<file path="config.mk">
export PLATFORM = sky130hd
export DESIGN_NAME = serial_frame_tx
export DESIGN_NICKNAME = d
export VERILOG_FILES = /design/src/rtl/serial_tx_pkg.sv /design/src/rtl/serial_hold_buf.sv /design/src/rtl/serial_frame_tx.sv
export SDC_FILE = /design/constraint.sdc
export NUM_CORES = 1
export LEC_CHECK = 0
export BUFFER_PORTS_ARGS = -buffer_cell sky130_fd_sc_hd__buf_2
export CAP_MARGIN = 30
export CORE_MARGIN = 2
export CORE_UTILIZATION = 30
export DETAILED_ROUTE_END_ITERATION = 7
export PLACE_DENSITY = 0.58
export RECOVER_POWER = 100
export SLEW_MARGIN = 15
export SYNTH_ARGS = -nofsm -noshare
export SYNTH_HDL_FRONTEND = slang
export SYNTH_SLANG_ARGS = --single-unit
</file>
<file path="constraint.sdc">
create_clock -name clk -period 1.3 [get_ports clk]
set_input_delay 0.065 -clock clk [delete_from_list [all_inputs] [get_ports clk]]
set_output_delay 0.065 -clock clk [all_outputs]
set_load 0.01 [all_outputs]
</file>
<file path="src/rtl/serial_tx_pkg.sv">
// Shared types and helpers for the serial frame transmitter.
// Holds the FSM state encoding and counter sizing.
package serial_tx_pkg;

    typedef enum logic {
        IDLE  = 1'b0,
        SHIFT = 1'b1
    } state_e;

    function automatic int cnt_width(input int width);
        return (width <= 2) ? 1 : $clog2(width);
    endfunction

endpackage

</file>
<file path="src/rtl/serial_hold_buf.sv">
// One-entry word buffer that lets the next frame queue
// while the current one is still shifting out.
module serial_hold_buf #(
    parameter int WIDTH = 8
) (
    input  logic             clk,
    input  logic             rst,
    input  logic             wr_en,
    input  logic             rd_en,
    input  logic [WIDTH-1:0] din,
    output logic             full,
    output logic [WIDTH-1:0] dout
);

    logic [WIDTH-1:0] data_q, data_d;
    logic             full_q, full_d;

    always_comb begin
        data_d = data_q;
        full_d = full_q;
        if (rd_en) full_d = 1'b0;
        if (wr_en) begin
            data_d = din;
            full_d = 1'b1;
        end
    end

    always_ff @(posedge clk) begin
        if (rst) begin
            data_q <= '0;
            full_q <= 1'b0;
        end else begin
            data_q <= data_d;
            full_q <= full_d;
        end
    end

    assign full = full_q;
    assign dout = data_q;

endmodule

</file>
<file path="src/rtl/serial_frame_tx.sv">
// Parallel-to-serial frame transmitter with a one-word hold
// buffer so consecutive frames stream without idle bits.
module serial_frame_tx
    import serial_tx_pkg::*;
#(
    parameter int WIDTH     = 8,
    parameter bit MSB_FIRST = 1'b1
) (
    input  logic             clk,
    input  logic             rst,
    input  logic [WIDTH-1:0] par_in,
    input  logic             in_valid,
    output logic             in_ready,
    output logic             Data_out,
    output logic             out_valid,
    output logic             frame_last
);

    localparam int CW = cnt_width(WIDTH);
    localparam logic [CW-1:0] CNT_LAST = CW'(WIDTH - 1);

    state_e           state_q, state_d;
    logic [WIDTH-1:0] sh_q, sh_d;
    logic [CW-1:0]    cnt_q, cnt_d;

    logic             hold_full;
    logic [WIDTH-1:0] hold_dout;
    logic             hold_wr;
    logic             hold_rd;
    logic             accept;
    logic [WIDTH-1:0] sh_next;

    assign in_ready = !hold_full && !rst;
    assign accept   = in_valid && in_ready;

    // Vacated position always fills with 0.
    assign sh_next = MSB_FIRST ? {sh_q[WIDTH-2:0], 1'b0}
                               : {1'b0, sh_q[WIDTH-1:1]};

    always_comb begin
        state_d = state_q;
        sh_d    = sh_q;
        cnt_d   = cnt_q;
        hold_wr = 1'b0;
        hold_rd = 1'b0;
        unique case (state_q)
            IDLE: begin
                if (accept) begin
                    sh_d    = par_in;
                    cnt_d   = '0;
                    state_d = SHIFT;
                end
            end
            SHIFT: begin
                if (cnt_q == CNT_LAST) begin
                    if (hold_full) begin
                        sh_d    = hold_dout;
                        hold_rd = 1'b1;
                        cnt_d   = '0;
                    end else if (accept) begin
                        sh_d  = par_in;
                        cnt_d = '0;
                    end else begin
                        sh_d    = '0;
                        cnt_d   = '0;
                        state_d = IDLE;
                    end
                end else begin
                    sh_d    = sh_next;
                    cnt_d   = cnt_q + CW'(1);
                    hold_wr = accept;
                end
            end
            default: state_d = IDLE;
        endcase
    end

    always_ff @(posedge clk) begin
        if (rst) begin
            state_q <= IDLE;
            sh_q    <= '0;
            cnt_q   <= '0;
        end else begin
            state_q <= state_d;
            sh_q    <= sh_d;
            cnt_q   <= cnt_d;
        end
    end

    serial_hold_buf #(
        .WIDTH(WIDTH)
    ) u_hold (
        .clk   (clk),
        .rst   (rst),
        .wr_en (hold_wr),
        .rd_en (hold_rd),
        .din   (par_in),
        .full  (hold_full),
        .dout  (hold_dout)
    );

    assign out_valid  = (state_q == SHIFT);
    assign frame_last = (state_q == SHIFT) && (cnt_q == CNT_LAST);
    assign Data_out   = (state_q == SHIFT) &&
                        (MSB_FIRST ? sh_q[WIDTH-1] : sh_q[0]);

endmodule

</file>
==> results.json, run 1 <==
{
  "drc": 0,
  "cp_slowest_cell": "dfxtp_2",
  "hold_viol": 0,
  "layout_commonest_cell": "dfxtp_1",
  "synth_xor_area_share_pct": 0,
  "endpoint_kind": "register",
  "power_leakage_nw": 0.542,
  "synth-adder-area-share_pct": 3.55,
  "fin_ws_ns": -0.0573,
  "power.density_nw_per_um2": 910,
  "wire_per_inst_um": 13.6,
  "clock_skew_ns": 0.00418,
  "port_buffers": 14,
  "die_area_um2": 4010,
  "dr.first_iter.drc_count": 22,
  "cpPeakStageDelay_ns": 0.36,
  "yosys.area_share.simple_pct": 19.3,
  "internal-power_uw": 919,
  "antenna_left": 0,
  "violations": "setup timing",
  "cts_buffers": 3,
  "syn2layout_area_growth_pct": 35.0,
  "outcome": "complete, but fails checks",
  "core_um2": 3360,
  "antenna_cells": 0,
  "post-route-cell-area_um2": 1430,
  "fp.dieW_um": 63.3,
  "tightest_slew_ns": 0.318,
  "first_global_vias": 935,
  "die_h_um": 63.3,
  "htreeDepth": 1,
  "syn_nets": 138,
  "synth-compound-area-share_pct": 28.6,
  "cts-root-buf": "clkbuf_4",
  "drive_gt1_share_pct": 39.5,
  "pwr-share-clk_pct": 25.1,
  "num-fill-cells": 363,
  "path_buf_inv": 1,
  "hp-class": "in -> reg",
  "relSlewSlack_pct": 78.8,
  "clkLatencyLatePin_ns": 0.30,
  "min_period_over_period_pct": 104,
  "grt_pass1_wl_um": 4260,
  "max_clock_freq_mhz": 737,
  "rsz0062_at_grt": "yes",
  "synth_area_um2": 1060,
  "final_cell_mix": "dfxtp_1, buf_2, buf_4",
  "num_vias": 970,
  "dr.pass1.iters": 4,
  "yosysSeqAreaShare_pct": 39.8,
  "ys_types": 25,
  "vdd_drop_max_mv": 0.620,
  "start_util_pct": 31.4,
  "p_total_mw": 1.30,
  "worstPathRequired_ns": 1.53,
  "startpoint_type": "register",
  "power.switching_uw": 378,
  "antenna_found_initial": 0,
  "layout.nets": 162,
  "drv_cap": 0,
  "crit_top_cell": "ha_4",
  "ys_seq_elements": 21,
  "synthCells": 124,
  "grt_max_degree": 23,
  "muxShareOfSynthArea_pct": 0,
  "synth_top_family_by_area": "compound AO/OA/AOI/OAI gates",
  "io-pin-count": 15,
  "hpwl_um": 1770,
  "crit_chain": "ha_4, ha_4, buf_6, a21bo_1, a22oi_2, o32ai_2",
  "cpLargestDelayFamily": "compound AO/OA/AOI/OAI gates",
  "arrival_ns": 1.58,
  "finalCriticalPeriod_ns": 1.36,
  "seqPwrFrac_pct": 54.9,
  "clk_pin_slew_ns": 0.13,
  "clk_path_buf_depth": 2,
  "cts.sinks": 21,
  "track_usage_pct": 13.4,
  "wirelength_um": 2630,
  "rows": 21,
  "synth.avg_cell_area_um2": 8.52,
  "maxSlewViolCount": 0,
  "gr-total-overflow": 0,
  "timing_worst_setup_path_type": "reg -> reg",
  "setup_viol": 8,
  "critPathMaxFanout": 6,
  "drt-vias-per-instance": 5.03,
  "cts_tree": "yes",
  "place_area_um2": 1220,
  "p_comb_share_pct": 20.0,
  "gp_congestion": 0.786,
  "synthesis.yosys.warnings": 0,
  "swShare_pct": 29.1
}
## power by group through the flow
stage          clock, mW  sequential (mW)  combinational (mW)
2_1_floorplan          0            0.710               0.142
3_3_place_gp           0            0.718               0.210
3_5_place_dp           0            0.720               0.213
4_1_cts            0.344            0.711               0.229
5_1_grt            0.371            0.717               0.286
6_report           0.325            0.712               0.260
## worst register-to-register path: stages (launching register included)
cell and delay, ns:
dfxtp_2 0.36, ha_4 0.17, ha_4 0.17, buf_6 0.12
a21bo_1 0.18, a22oi_2 0.06, o32ai_2 0.23
## cells in the mapped netlist, drive strengths merged
cell / number / area [µm²]
a21bo: 7 / 70.1
a21oi: 11 / 55.1
a22oi: 8 / 60.1
a311oi: 1 / 8.76
and2: 1 / 6.26
buf: 6 / 38.8
clkbuf: 5 / 20.0
dfxtp: 21 / 420
ha: 3 / 37.5
inv: 9 / 33.8
nand2: 4 / 15.0
nand2b: 4 / 25.0
nand3: 9 / 45.0
nand3b: 3 / 22.5
nor2: 10 / 37.5
nor2b: 3 / 18.8
nor3b: 1 / 18.8
o21ai: 8 / 40.0
o22ai: 1 / 6.26
o32ai: 7 / 61.3
or3: 1 / 6.26
or3b: 1 / 8.76
## registers in the layout, indices dropped and copies added (netlist names)
name         flops
out_valid        1
u_hold.dout      8
cnt_q            3
sh_q             8
u_hold.full      1
## final timing paths
path,start,to,slack [ns],depth (start not counted)
setup reg to reg,cnt_q[1]$_SDFFE_PP0P_,sh_q[6]$_SDFFE_PP0P_,-0.06,6
setup / recovery,cnt_q[1]$_SDFFE_PP0P_,sh_q[6]$_SDFFE_PP0P_,-0.06,6
hold / removal,par_in[2],u_hold.dout[2]$_SDFFE_PP0P_,0.02,3
hold reg to reg,sh_q[2]$_SDFFE_PP0P_,sh_q[2]$_SDFFE_PP0P_,0.48,2
## cell type report
type	instances	area, µm²	share of cell area (%)
inverter	9	33.8	2.37
sequential	21	428	30.0
multi-input combinational	83	667	46.8
timing repair buffer	30	211	14.8
clock buffer	3	22.5	1.58
clock inverter	1	5.00	0.351
tap	46	57.6	4.04
## per-stage QoR
| step | utilization (%) | hold WS (ns) | TNS (ns) | worst slack [ns] | instances |
|---|---|---|---|---|---|
| final | 42.4 | 0.0185 | -0.224 | -0.0573 | 193 |
| after global routing | 42.4 | 0.00488 | -1.37 | -0.116 | 193 |
| after CTS | 39.8 | 0.000415 | -0.221 | -0.0478 | 192 |
| after detailed placement | 36.3 | 0.340 | -1.83 | -0.156 | 184 |
| after global placement | 36.3 | 0.338 | -1.09 | -0.0908 | 184 |
| after floorplan | - | 0.213 | -0.0928 | -0.0293 | 124 |
## cell families (layout without fill, tap and decap cells)
| family | Yosys count | after routing |
|---|---|---|
| AO/OA/AOI/OAI | 43 | 43 |
| AND/OR/NAND/NOR | 37 | 37 |
| flip-flops | 21 | 21 |
| buffers and inverters | 20 | 43 |
| adder cells (fa/ha/maj) | 3 | 3 |
## what timing repair did
item                       CTS  global route
hold buffers                 2             0
cloned                       0             0
setup endpoints to repair   19            20
pin swaps                    3             6
setup buffers                2             1
hold endpoints to repair     2             0
gates resized for setup     15            17
## routing by layer
metal	vias to the layer above	global-route usage (%)	share of wire, %
li1	486	-	-
met1	468	18.5	46
met2	14	20.5	49
met3	2	2.14	3.8
met4	0	6.25	0.72
met5	-	0	0
No activity file was read; power rests on OpenSTA's default activity.
==> run 2: changes to the inputs <==
--- a/config.mk
+++ b/config.mk
@@ -15,4 +15,5 @@
 export SLEW_MARGIN = 15
 export SYNTH_ARGS = -nofsm -noshare
 export SYNTH_HDL_FRONTEND = slang
+export SYNTH_HIERARCHICAL = 1
 export SYNTH_SLANG_ARGS = --single-unit
==> run 2 against run 1 <==
Net effect: the flow still finishes with violations (setup timing); critical path depth fell by 1; die area rose by 1.8%; utilization fell by 1.4 points; total power fell by 0.62%; synthesized cell count fell by 8.1%; sequential power barely moved; routed wire length fell by 3.7%; critical path type unchanged.
==> results.json, run 2 <==
{
  "synth_enable_flop_cells": 0,
  "p_total_mw": 1.29,
  "fin_ws_ns": -0.129,
  "die_area_um2": 4080,
  "syn2layout_area_growth_pct": 29.0,
  "synth_top_area_share_pct": 39.1,
  "synth.avg_cell_area_um2": 9.44,
  "yosysSeqAreaShare_pct": 39.1,
  "yosys.area.top_type": "dfxtp_1",
  "cts_tree": "yes",
  "cts.sinks": 21,
  "critPathMaxFanout": 9,
  "endpoint_kind": "register",
  "yosysMostFrequentCell": "dfxtp_1",
  "rsz0062_at_grt": "yes",
  "min_period_over_period_pct": 110,
  "antenna_cells": 0,
  "cp_slowest_cell": "dfxtp_2",
  "grt_max_degree": 30,
  "syn_nets": 127,
  "ys_seq_elements": 21,
  "clock_skew_ns": 0.0161,
  "die_h_um": 63.9,
  "worstPathRequired_ns": 1.54,
  "instances_no_fill": 185,
  "core_um2": 3390,
  "antenna_left": 0,
  "cpPeakStageDelay_ns": 0.34,
  "ys_types": 28,
  "clk_path_buf_depth": 2,
  "synth.area.top_cells": "dfxtp_1, mux2i_1, a311oi_1, clkbuf_8, a31oi_1",
  "io-pin-count": 15,
  "htreeDepth": 1,
  "pre_cts_ws_ns": -0.137,
  "finalCriticalPeriod_ns": 1.43,
  "startpoint_type": "register",
  "violations": "setup timing",
  "synth_flop_cell": "dfxtp_1",
  "drv_cap": 0,
  "synth_area_um2": 1080,
  "hpwl_um": 1820,
  "final_cell_mix": "dfxtp_1, buf_2, buf_4",
  "setup_viol": 18,
  "rows": 21,
  "cts-root-buf": "clkbuf_4",
  "layout_commonest_cell": "dfxtp_1",
  "synthCells": 114,
  "grt_pass1_wl_um": 4040,
  "start_util_pct": 31.7,
  "dr.first_iter.drc_count": 50,
  "maxSlewViolCount": 0,
  "tightest_slew_ns": 0.263,
  "port_buffers": 14,
  "synthesis.yosys.warnings": 6,
  "gr-total-overflow": 0,
  "first_global_vias": 801,
  "track_usage_pct": 12.7,
  "drive_gt1_share_pct": 36.7,
  "power_leakage_nw": 0.505,
  "wirelength_um": 2530,
  "hold_viol": 0,
  "vdd_drop_max_mv": 0.746,
  "fp.dieW_um": 63.9,
  "antenna_found_initial": 0,
  "clk_pin_slew_ns": 0.14,
  "numPlacedInstances": 176,
  "power.density_nw_per_um2": 929,
  "clkLatencyLatePin_ns": 0.32,
  "arrival_ns": 1.66,
  "cts_buffers": 3,
  "synthArstFlopShare_pct": 0,
  "wire_per_inst_um": 13.7,
  "final_core_util_pct": 40.9,
  "crit_chain": "or2b_4, nor4_4, buf_12, mux2i_1, nor2_1",
  "gp_congestion": 0.796,
  "dr.pass1.iters": 4,
  "hp-class": "in -> reg",
  "drt-vias-per-instance": 5.15,
  "outcome": "complete, but fails checks",
  "relSlewSlack_pct": 82.3,
  "num_vias": 953,
  "path_buf_inv": 1,
  "cpLargestDelayFamily": "simple AND/OR/NAND/NOR gates",
  "netlist_top_cells_count": "dfxtp_1, nor2_1, o21ai_0",
  "max_clock_freq_mhz": 700,
  "drc": 0,
  "timing_worst_setup_path_type": "reg -> reg",
  "layout.nets": 153
}
-- run 2: changes by cell type after synthesis, moves of 6 or more --
cell,previous run,this run
o32ai_1,7,0
a311oi_1,1,8
o21ai_1,8,0
mux2i_1,0,8
a22oi_1,8,0
inv_1,9,2
a31oi_1,0,8
a21bo_1,7,0
nor3_1,0,8
a21oi_1,11,4
o21ai_0,0,9
nand3_1,9,3
-- run 2: area by class of cell --
cell class                 count  area, µm²
clock buffer                   3       22.5
sequential                    21        424
clock inverter                 1       7.51
multi-input combinational     79        596
timing repair buffer          32        262
inverter                       3       18.8
fill                         337       2000
tap                           46       57.6
-- run 2: report_power, final --
group | total (mW) | internal (mW) | switching (mW)
Combinational | 0.240 | 0.114 | 0.126
Sequential | 0.710 | 0.686 | 0.0245
Clock | 0.339 | 0.118 | 0.221
Total | 1.29 | 0.917 | 0.372
-- run 2: path summary, 6_finish.rpt --
path	from	endpoint	slack (ns)	depth (start not counted)
worst max register to register	u_hold/full$_SDFFE_PP0P_	u_hold/dout[3]$_SDFFE_PP0P_	-0.13	5
worst min-delay path	par_in[2]	u_hold/dout[2]$_SDFFE_PP0P_	0.003	3
worst max-delay path	u_hold/full$_SDFFE_PP0P_	u_hold/dout[3]$_SDFFE_PP0P_	-0.13	5
worst min register to register	cnt_q[1]$_SDFFE_PP0P_	cnt_q[1]$_SDFFE_PP0P_	0.49	2
-- run 2: metrics by stage --
stage / area [µm²] / hold slack [ns] / setup TNS, ns
after floorplan: 1120 / 0.212 / -0.767
after global placement: 1250 / 0.337 / -1.15
after detailed placement: 1250 / 0.338 / -1.56
after CTS: 1310 / 0.00245 / -2.00
after global routing: 1390 / 0.00322 / -2.93
final: 1390 / 0.00347 / -1.77
-- run 2: worst reg2reg max path: stages (launching register included) --
cell     delay [ns]
dfxtp_2        0.34
or2b_4         0.25
nor4_4         0.32
buf_12         0.17
mux2i_1        0.21
nor2_1         0.06
-- run 2: routing by layer --
layer	vias to the layer above	part of all wire [%]	track usage, %
met5	-	0	0
met4	0	2.1	7.34
met3	4	2.9	1.23
met2	26	44	18.0
met1	447	51	18.4
li1	476	-	-
-- run 2: repair_timing --
item,in CTS,in global routing
buffers inserted,0,3
hold buffers,2,0
gates resized for setup,6,14
hold endpoints to repair,2,0
setup endpoints to repair,20,20
pin swaps,9,6
-- run 2: kinds of logic after synthesis --
group / synth area share, %
AO/OA/AOI/OAI: 18.0
adder cells (fa/ha/maj): 2.33
buffers and inverters: 11.2
flip-flops: 39.1
multiplexers: 7.44
AND/OR/NAND/NOR: 22.0
